==> src/rtl/player.sv <==
// ---------------------------------------------------------------------------
// player -- player ship, bullet pool, kill/damage detection and pixel colour.
//
// Ports
//   clk            system clock, all state changes on its rising edge
//   rst            synchronous active-high reset
//   dclk           pixel strobe; its 0->1 edge (sampled in clk) is a pixel tick
//   bulletclk      motion strobe; its 0->1 edge (sampled in clk) is a motion tick
//   pause          freezes motion, firing, collisions and lives
//   left, right    move-request levels
//   a              fire button, fires on its 0->1 edge
//   game_start_on  title screen: re-initialises ship, bullets and lives
//   game_over_on   game-over screen: freezes all state
//   x, y           current VGA pixel (active area x 144..783, y 31..510)
//   e_r_on/_active red-enemy pixel hit / alive flag
//   e_w_on/_active per-white-enemy pixel hit / alive flags (5)
//   p_x, p_y       ship top-left corner
//   p_on           current pixel lies inside the ship
//   b_on, b_active per-bullet pixel hit / alive flags (5)
//   hit_w_enemy    per-white-enemy one-cycle kill pulse
//   hit_r_enemy    red-enemy one-cycle kill pulse
//   p_lives        lives remaining
//   rgb            pixel colour, RRRGGGBB
// ---------------------------------------------------------------------------
module player (
    input  logic       clk,
    input  logic       rst,
    input  logic       dclk,
    input  logic       bulletclk,
    input  logic       pause,
    input  logic       left,
    input  logic       right,
    input  logic       a,
    input  logic       game_start_on,
    input  logic       game_over_on,
    input  logic [9:0] x,
    input  logic [9:0] y,
    input  logic       e_r_on,
    input  logic       e_r_active,
    input  logic [4:0] e_w_on,
    input  logic [4:0] e_w_active,
    output logic [9:0] p_x,
    output logic [9:0] p_y,
    output logic       p_on,
    output logic [4:0] b_on,
    output logic [4:0] b_active,
    output logic [4:0] hit_w_enemy,
    output logic       hit_r_enemy,
    output logic [1:0] p_lives,
    output logic [7:0] rgb
);

    localparam logic [9:0] P_X_HOME   = 10'd448;
    localparam logic [9:0] P_Y_POS    = 10'd470;
    localparam logic [9:0] P_X_MIN    = 10'd144;
    localparam logic [9:0] P_X_MAX    = 10'd752;
    localparam logic [9:0] B_X_OFS    = 10'd15;
    localparam logic [9:0] B_Y_OFS    = 10'd6;
    localparam logic [9:0] B_TOP      = 10'd33;
    localparam logic [9:0] B_STEP     = 10'd2;
    localparam logic [9:0] X_LAST     = 10'd783;
    localparam logic [9:0] Y_LAST     = 10'd510;
    localparam logic [5:0] INV_LOAD   = 6'd63;
    localparam logic [1:0] LIVES_INIT = 2'd3;

    logic       dclk_q, bclk_q, a_q;
    logic [9:0] b_x [5];
    logic [9:0] b_y [5];
    logic [5:0] inv_cnt;

    logic       pix_tick, mot_tick, fire;
    logic       display_on;
    logic [4:0] w_hits;
    logic       r_hit, enemy_pix;
    logic       kill, damage, frame_end;
    logic [4:0] free_slots, fire_sel;

    assign p_y = P_Y_POS;

    assign pix_tick = dclk & ~dclk_q;
    assign mot_tick = bulletclk & ~bclk_q;
    assign fire     = a & ~a_q;

    assign display_on = ~(game_start_on | game_over_on);

    // Comparisons are done at 11 bits so p_x+32 / b_x+2 never wrap.
    assign p_on = display_on
               && ({1'b0, x} >= {1'b0, p_x}) && ({1'b0, x} < ({1'b0, p_x} + 11'd32))
               && ({1'b0, y} >= {1'b0, p_y}) && ({1'b0, y} < ({1'b0, p_y} + 11'd16));

    // NOTE: every signal assigned in always_comb gets a default first, so no
    // path leaves it unassigned and no latch is inferred.
    always_comb begin
        b_on = '0;
        for (int i = 0; i < 5; i++) begin
            b_on[i] = display_on && b_active[i]
                   && ({1'b0, x} >= {1'b0, b_x[i]}) && ({1'b0, x} < ({1'b0, b_x[i]} + 11'd2))
                   && ({1'b0, y} >= {1'b0, b_y[i]}) && ({1'b0, y} < ({1'b0, b_y[i]} + 11'd6));
        end
    end

    assign rgb = (|b_on) ? 8'hFC : (p_on ? 8'h1C : 8'h00);

    assign w_hits    = e_w_on & e_w_active;
    assign r_hit     = e_r_on & e_r_active;
    assign enemy_pix = r_hit | (|w_hits);

    assign kill      = pix_tick & ~pause & (|b_on) & enemy_pix;
    assign damage    = pix_tick & ~pause & p_on & enemy_pix & (inv_cnt == 6'd0);
    assign frame_end = pix_tick & ~pause & (x == X_LAST) & (y == Y_LAST);

    // Lowest inactive slot as a one-hot mask (isolate lowest set bit).
    assign free_slots = ~b_active;
    assign fire_sel   = free_slots & (~free_slots + 5'd1);

    // NOTE: sequential state is written with non-blocking assignments only, so
    // every register samples the pre-edge values of the others.
    always_ff @(posedge clk) begin
        if (rst) begin
            dclk_q      <= 1'b0;
            bclk_q      <= 1'b0;
            a_q         <= 1'b0;
            p_x         <= P_X_HOME;
            b_active    <= '0;
            hit_w_enemy <= '0;
            hit_r_enemy <= 1'b0;
            p_lives     <= LIVES_INIT;
            inv_cnt     <= '0;
            // NOTE: the bullet position arrays are small register files with
            // defined reset values, so they are reset explicitly here.
            for (int i = 0; i < 5; i++) begin
                b_x[i] <= '0;
                b_y[i] <= '0;
            end
        end else begin
            dclk_q      <= dclk;
            bclk_q      <= bulletclk;
            a_q         <= a;
            hit_w_enemy <= '0;
            hit_r_enemy <= 1'b0;

            if (game_start_on) begin
                p_x      <= P_X_HOME;
                b_active <= '0;
                p_lives  <= LIVES_INIT;
                inv_cnt  <= '0;
                for (int i = 0; i < 5; i++) begin
                    b_x[i] <= '0;
                    b_y[i] <= '0;
                end
            end else if (!game_over_on && !pause) begin
                if (mot_tick) begin
                    if (left && !right && (p_x > P_X_MIN))
                        p_x <= p_x - 10'd1;
                    else if (right && !left && (p_x < P_X_MAX))
                        p_x <= p_x + 10'd1;
                end

                if (kill) begin
                    hit_w_enemy <= w_hits;
                    hit_r_enemy <= r_hit;
                end

                // A freshly loaded slot was inactive, so it never also moves
                // on a coincident motion tick.
                for (int i = 0; i < 5; i++) begin
                    if (kill && b_on[i]) begin
                        b_active[i] <= 1'b0;
                    end else if (fire && fire_sel[i]) begin
                        b_active[i] <= 1'b1;
                        b_x[i]      <= p_x + B_X_OFS;
                        b_y[i]      <= P_Y_POS - B_Y_OFS;
                    end else if (mot_tick && b_active[i]) begin
                        if (b_y[i] < B_TOP)
                            b_active[i] <= 1'b0;
                        else
                            b_y[i] <= b_y[i] - B_STEP;
                    end
                end

                // damage needs inv_cnt==0 and the decrement needs inv_cnt!=0,
                // so the two never collide.
                if (damage) begin
                    if (p_lives != 2'd0)
                        p_lives <= p_lives - 2'd1;
                    inv_cnt <= INV_LOAD;
                end else if (frame_end && (inv_cnt != 6'd0)) begin
                    inv_cnt <= inv_cnt - 6'd1;
                end
            end
        end
    end

endmodule

==> config.mk <==
export PLATFORM = sky130hd
export DESIGN_NAME = player
export DESIGN_NICKNAME = d
export VERILOG_FILES = /design/src/rtl/player.sv
export SDC_FILE = /design/constraint.sdc
export NUM_CORES = 1
export LEC_CHECK = 0
export CAP_MARGIN = 30
export CORE_MARGIN = 2
export CORE_UTILIZATION = 60
export DETAILED_ROUTE_END_ITERATION = 10
export MAX_ROUTING_LAYER = met4
export PLACE_DENSITY = 0.77
export SYNTH_ARGS = -nofsm -noshare
export SYNTH_HDL_FRONTEND = slang
export SYNTH_SLANG_ARGS = --single-unit
==> constraint.sdc <==
create_clock -name clk -period 8.4 [get_ports clk]
set_input_delay 1.26 -clock clk [delete_from_list [all_inputs] [get_ports clk]]
set_output_delay 1.26 -clock clk [all_outputs]
set_load 0.02 [all_outputs]
==> results_dict.tcl, run 1 <==
set metrics [dict create \
    ys_types 66 \
    core_area_sq_mm 0.0195 \
    fin_area_sq_mm 0.0135 \
    outcome "finished clean" \
    grt_pass1_vias 10100 \
    worstSetupEndpointType "output port" \
    r2r_cells 13 \
    drt_iter0_markers 758 \
    grtUsageMet2_pct 49.7 \
    syn_area_per_cell_sq_um 9.04 \
    grtUsageMet1_pct 36.1 \
    worstPathMaxFanout 13 \
    ir_drop_v 0.000161 \
    ant_nets 0 \
    slew_violations 0 \
    nets 1660 \
    slowest_delay_ns 0.94 \
    antenna_found_initial 0 \
    drive_gt1_share_pct 3.91 \
    dp_hpwl_mm 23.5 \
    crit_path_start_kind "input pin" \
    crit_arrival_ns 5.27 \
    fmax_mhz 153 \
    hold_path_end "inv_cnt[1]" \
    crit_family "buffers and inverters" \
    hold_class "flop to flop" \
    cp.required_ns 7.14 \
    diodes 0 \
    power.density_mw_per_mm2 136 \
    crit_slowest_cell "clkdlybuf4s50_1" \
    die_w_um 145 \
    fin_crit_sh_pct 77.8 \
    cts_tree "built" \
    setup_viol 0 \
    cts_buffer_depth 2 \
    path_cells "clkdlybuf4s50_1 -> ha_1 -> a21o_1 -> a2111oi_0 -> a2111oi_0 -> o21ai_0 -> and4bb_4 -> or4_1 -> nor2_1 -> nand2_1 -> clkdlybuf4s50_1" \
    finalSetupTns_ns 0 \
    cts.sinks 127 \
    grt-busiest-layer "met2" \
    critPathBufInv 2 \
    whs_ns 0.532 \
    worst_pin_slew_ns 1.00 \
    dieArea_sq_mm 0.0211 \
    hold_viol 0 \
    yosys-top-cells-area "edfxtp_1, ha_1, xnor2_1" \
    h-tree-depth 4 \
    finalWirelength_mm 30.1 \
    track_usage_pct 29.7 \
    area_growth_pct 12.8 \
    r2r-end "b_y[4][6]" \
    std_cell_rows 51 \
    placed_cell_area_sq_mm 0.0129 \
    yosysWarnings 0 \
    use_met3_pct 4.78 \
    cts-hold-fix-buffers 0 \
    min-delay-start "inv_cnt[1]" \
    yosysTopAreaCellShare_pct 23.9 \
    holdPathStages 2 \
    post-route-util_pct 69.1 \
    detail_route.wl_per_cell_um 18.0 \
    clk_latency_ns 0.43 \
    io_pins 89 \
    via_per_inst 6.11 \
    firstDrtPassIters 6 \
    max_slew_margin_pct 32.9 \
    cts_buffers 17 \
    ys_ff_latch 127 \
    netlist_area_sq_mm 0.0120 \
    yosysTopAreaCell "edfxtp_1" \
    crit_type "input pin to output port" \
    gr-total-overflow 0 \
    yosys_most_used_dff "edfxtp_1" \
    place_congestion 0.936 \
    cts_root_buf "clkbuf_16" \
    dieHeight_um 145 \
    clk_pin_slew_ns 0.06 \
    async_reset_ff_share_pct 0 \
    drcViolationCount 0 \
    timing.rr.start "b_y[1][5]" \
    start_util_pct 61.2 \
    period_needed_ns 6.53 \
    synth_edf_count 95 \
    maxCapViolCount 0 \
    leakagePower_nw 5.48 \
    r2r_setup_slack_ns 3.89 \
    synthCells 1323 \
    grt_max_degree 19 \
    grt_first_pass_wirelength_mm 49.3 \
    clock_skew_ns 0.0106 \
    port_buffers 76 \
    rsz0062_at_grt "false" \
    vias 10200 \
    ys_seq_area_share_pct 29.2 \
    cts_resized 0 \
    cts_setup_buffers 0 \
]
## layout by cell type (no fill, tap or decap), types with 8 or more instances in the layout
master and count:
o211ai_1 15, a31oi_1 12, clkdlybuf4s50_1 76, or2_2 10, o21ai_0 59, and2_1 9
conb_1 12, a211oi_1 13, nor4_1 18, edfxtp_1 95, o21a_1 18, xor2_1 10
dfxtp_1 32, nand3_1 56, nor2b_1 16, nand2b_1 17, a21oi_1 66, inv_1 124
o21bai_1 8, o31ai_1 11, nor3_1 46, ha_1 223, nor2_1 99, and3_1 18
clkbuf_16 17, nand2_1 72, a21o_1 19, xnor2_1 103, o2111ai_1 10, nand4_1 19
## layer usage
metal | routed length (um) | share of wire, %
met5 | 0 | 0
met4 | 940 | 3.1
met3 | 1880 | 6.3
met2 | 14400 | 48
met1 | 12800 | 43
## worst register-to-register path, stage by stage, from the launching register on
cell and delay (ns):
edfxtp_1 0.50, and4_1 0.30, nand3_1 0.13, xnor2_1 0.21
ha_1 0.27, a22oi_1 0.17, nand3_1 0.09, o211ai_1 0.32
o211ai_1 0.19, nor4_1 0.65, nor2_1 0.33, nor4_4 0.64
buf_4 0.34, mux2i_1 0.12
## registers in the layout (all words and copies together), names as in the netlist
register / count
b_x: 50
b_y: 45
p_x: 10
inv_cnt: 6
b_active: 5
hit_w_enemy: 5
p_lives: 2
a_q: 1
bclk_q: 1
dclk_q: 1
hit_r_enemy: 1
## kinds of logic (layout without fill, tap and decap cells)
kind of cell,after synthesis,after routing,synth area share (%)
adder cells (fa/ha/maj),224,224,23.5
AND/OR/NAND/NOR,417,417,17.9
multiplexers,5,5,0.419
XOR/XNOR,113,113,8.28
AO/OA/AOI/OAI,270,270,14.8
buffers and inverters,165,239,5.80
flip-flops,127,127,29.2
other,2,12,0.0628
## through the flow
step | setup slack [ns] | power [mW] | instances
finish | 1.87 | 1.83 | 1672
global route | 1.65 | 1.92 | 1672
CTS | 1.94 | 1.84 | 1672
detailed placement | 1.96 | 1.11 | 1640
global placement | 1.98 | 1.09 | 1640
floorplan | 3.43 | 0.987 | 1333
## cells in the mapped netlist, types with 3 or more instances
master and n:
and4_1 7, or3_1 4, a211o_1 4, nor3b_1 4, or4_1 7, a22oi_1 5
clkbuf_1 17, a211oi_1 13, a2111o_1 3, a21oi_1 66, xnor2_1 103, and3_1 18
buf_2 5, nor2b_1 16, nor4_1 18, xor2_1 10, a2111oi_0 6, o21bai_1 8
o21a_1 18, edfxtp_1 95, nor3_1 46, nand2_1 72, dfxtp_1 32, o2111ai_1 10
nand3_1 56, o211ai_1 15, o21ai_0 59, buf_4 18, nand4_1 19, nor2_1 99
o31ai_1 11, mux2i_1 5, and2_1 9, a31oi_1 12, a41oi_1 3, nand2b_1 17
or2_2 10, ha_1 223, nand3b_1 4, a21o_1 19, inv_1 124
## where the power goes
| part | leakage [nW] | internal, mW | switching [mW] | total (mW) |
|---|---|---|---|---|
| sequential | 1.32 | 0.698 | 0.0288 | 0.727 |
| clock | 0.280 | 0.444 | 0.289 | 0.734 |
| combinational | 3.88 | 0.160 | 0.213 | 0.372 |
| total | 5.48 | 1.30 | 0.531 | 1.83 |
## worst max-delay path by stage
stage	from	endpoint	slack, ns	depth (start not counted)
final	x[7]	rgb[4]	1.87	11
after global routing	x[7]	rgb[2]	1.65	11
after CTS	x[7]	rgb[4]	1.94	11
after detailed placement	x[7]	rgb[4]	1.96	11
after global placement	x[7]	rgb[2]	1.98	11
after floorplan	y[1]	rgb[3]	3.43	11
## layout make-up
type	instances	area, sq um
Clock buffer	19	443
Timing Repair Buffer	83	813
Clock inverter	13	138
Inverter	124	465
Multi-Input combinational cell	1041	7800
Fill cell	1571	6040
Tap cell	265	332
Sequential cell	127	3490
Power figures use the tool's default switching activity.
==> inputs of run 2 (changes only) <==
==> constraint.sdc (replaced) <==
create_clock -name clk -period 6.55 [get_ports clk]
set_input_delay 0.9825 -clock clk [delete_from_list [all_inputs] [get_ports clk]]
set_output_delay 0.9825 -clock clk [all_outputs]
set_load 0.02 [all_outputs]
==> results_dict.tcl, run 2 (same netlist as run 1, synthesis figures left out) <==
set metrics [dict create \
    clock_skew_ns 0.00820 \
    max_slew_margin_pct 46.3 \
    hold_class "flop to flop" \
    ant_nets 0 \
    finalSetupTns_ns 0 \
    cts_setup_buffers 0 \
    dieArea_sq_mm 0.0211 \
    grt_first_pass_wirelength_mm 50.3 \
    r2r-end "b_y[4][3]" \
    min-delay-start "inv_cnt[2]" \
    maxCapViolCount 0 \
    diodes 0 \
    h-tree-depth 4 \
    worstSetupEndpointType "output port" \
    crit_arrival_ns 4.86 \
    worst_pin_slew_ns 0.803 \
    via_per_inst 6.04 \
    setup_viol 0 \
    leakagePower_nw 5.55 \
    track_usage_pct 30.5 \
    critPathBufInv 2 \
    period_needed_ns 5.85 \
    hold_viol 0 \
    gr-total-overflow 0 \
    holdPathStages 1 \
    drive_gt1_share_pct 4.45 \
    cts_buffers 17 \
    port_buffers 76 \
    multi_input_area_sq_mm 0.00780 \
    slowest_delay_ns 0.86 \
    start_util_pct 61.2 \
    drt_iter0_markers 675 \
    antenna_found_initial 0 \
    largest_register "b_x" \
    io_pins 89 \
    detail_route.wl_per_cell_um 18.2 \
    crit_path_start_kind "input pin" \
    crit_family "buffers and inverters" \
    outcome "finished clean" \
    ir_drop_v 0.000196 \
    core_area_sq_mm 0.0195 \
    cts-hold-fix-buffers 0 \
    drcViolationCount 0 \
    cts.sinks 127 \
    cp.required_ns 5.57 \
    fmax_mhz 171 \
    dp_hpwl_mm 24.0 \
    area_growth_pct 13.8 \
    seqCellArea_sq_mm 0.00349 \
    final_common_cell "ha_1" \
    finalWirelength_mm 30.6 \
    largest_reg_flops 50 \
    firstDrtPassIters 6 \
    clk_pin_slew_ns 0.05 \
    slew_violations 0 \
    crit_type "input pin to output port" \
    vias 10200 \
    std_cell_rows 51 \
    fin_crit_sh_pct 89.2 \
    crit_slowest_cell "clkdlybuf4s50_1" \
    num-fill-cells 1537 \
    cts_tree "built" \
    final_cell_mix "ha_1, inv_1, xnor2_1" \
    place_congestion 0.934 \
    timing.rr.start "b_y[4][1]" \
    cts_buffer_depth 2 \
    path_cells "clkdlybuf4s50_1 -> ha_1 -> a211oi_1 -> o21ai_0 -> o21ai_0 -> and4bb_4 -> or4_1 -> nor2_1 -> nand2_1 -> clkdlybuf4s50_1" \
    cts_resized 0 \
    grt_max_degree 21 \
    power_mw 2.44 \
    power.density_mw_per_mm2 179 \
    dieHeight_um 145 \
    nets 1670 \
    die_w_um 145 \
    cts_root_buf "clkbuf_16" \
    clk_latency_ns 0.43 \
    r2r_cells 13 \
    r2r_setup_slack_ns 2.42 \
    worstPathMaxFanout 12 \
    rsz0062_at_grt "false" \
    grt_pass1_vias 10100 \
    hold_path_end "inv_cnt[2]" \
    reg_top3 "b_x: 50 flops, b_y: 45 flops, p_x: 10 flops" \
]
==> run 2: cell types whose count changed in the layout (fill, tap and decap cells not counted), sizes merged <==
cell,change
buf,+10
bufinv,+2
clkbuf,+2
clkinv,-1
clkinvlp,-1
inv,-2
==> run 2: stage by stage <==
stage	utilization, %	hold slack, ns	worst slack (ns)	area, sq um	cells
6_report	69.7	0.517	0.705	13600	1682
5_1_grt	69.7	0.544	0.594	13600	1682
4_1_cts	69.7	0.508	0.751	13600	1682
3_5_place_dp	66.5	0.495	0.759	13000	1650
3_3_place_gp	66.5	0.495	0.870	13000	1650
2_1_floorplan	-	0.467	2.13	12000	1333
==> run 2: per-layer routing <==
| metal | routed length [um] | GRT usage [%] | vias to the layer above |
|---|---|---|---|
| met5 | 0 | - | - |
| met4 | 1280 | 13.9 | 0 |
| met3 | 1820 | 5.22 | 88 |
| met2 | 14200 | 48.3 | 340 |
| met1 | 13300 | 38.4 | 4745 |
| li1 | - | - | 4985 |
==> run 2: area by class of cell <==
cell class | count | share of cell area (%)
Clock buffer | 21 | 3.38
Clock inverter | 11 | 1.20
Inverter | 124 | 3.42
Multi-Input combinational cell | 1041 | 57.4
Sequential cell | 127 | 25.7
Tap cell | 265 | 2.44
Timing Repair Buffer | 93 | 6.53
==> run 2: how the worst max path moves through the flow <==
stage / from / depth (start not counted) / slack (ns) / endpoint
floorplan: y[1] / 11 / 2.13 / rgb[3]
global route: x[3] / 10 / 0.59 / rgb[4]
CTS: x[3] / 10 / 0.75 / rgb[4]
finish: x[3] / 10 / 0.70 / rgb[4]
global placement: x[8] / 12 / 0.87 / rgb[2]
detailed placement: x[3] / 10 / 0.76 / rgb[4]
==> run 2: worst reg2reg max path: stages, from the launching register on <==
cell and delay (ns):
edfxtp_1 0.46, inv_1 0.13, ha_1 0.29, nor2_1 0.19
nand3_1 0.11, xnor2_1 0.18, ha_1 0.26, o21a_1 0.10
o21ai_0 0.16, a21oi_1 0.08, o31ai_1 0.37, and3_1 0.48
a21o_1 0.51, nand2b_1 0.44
==> run 2: report_power, final <==
part           internal [mW]  total (mW)  switching [mW]
logic                  0.209       0.485           0.276
clock network          0.654        1.02           0.367
registers              0.895       0.932          0.0366
total                   1.76        2.44           0.680
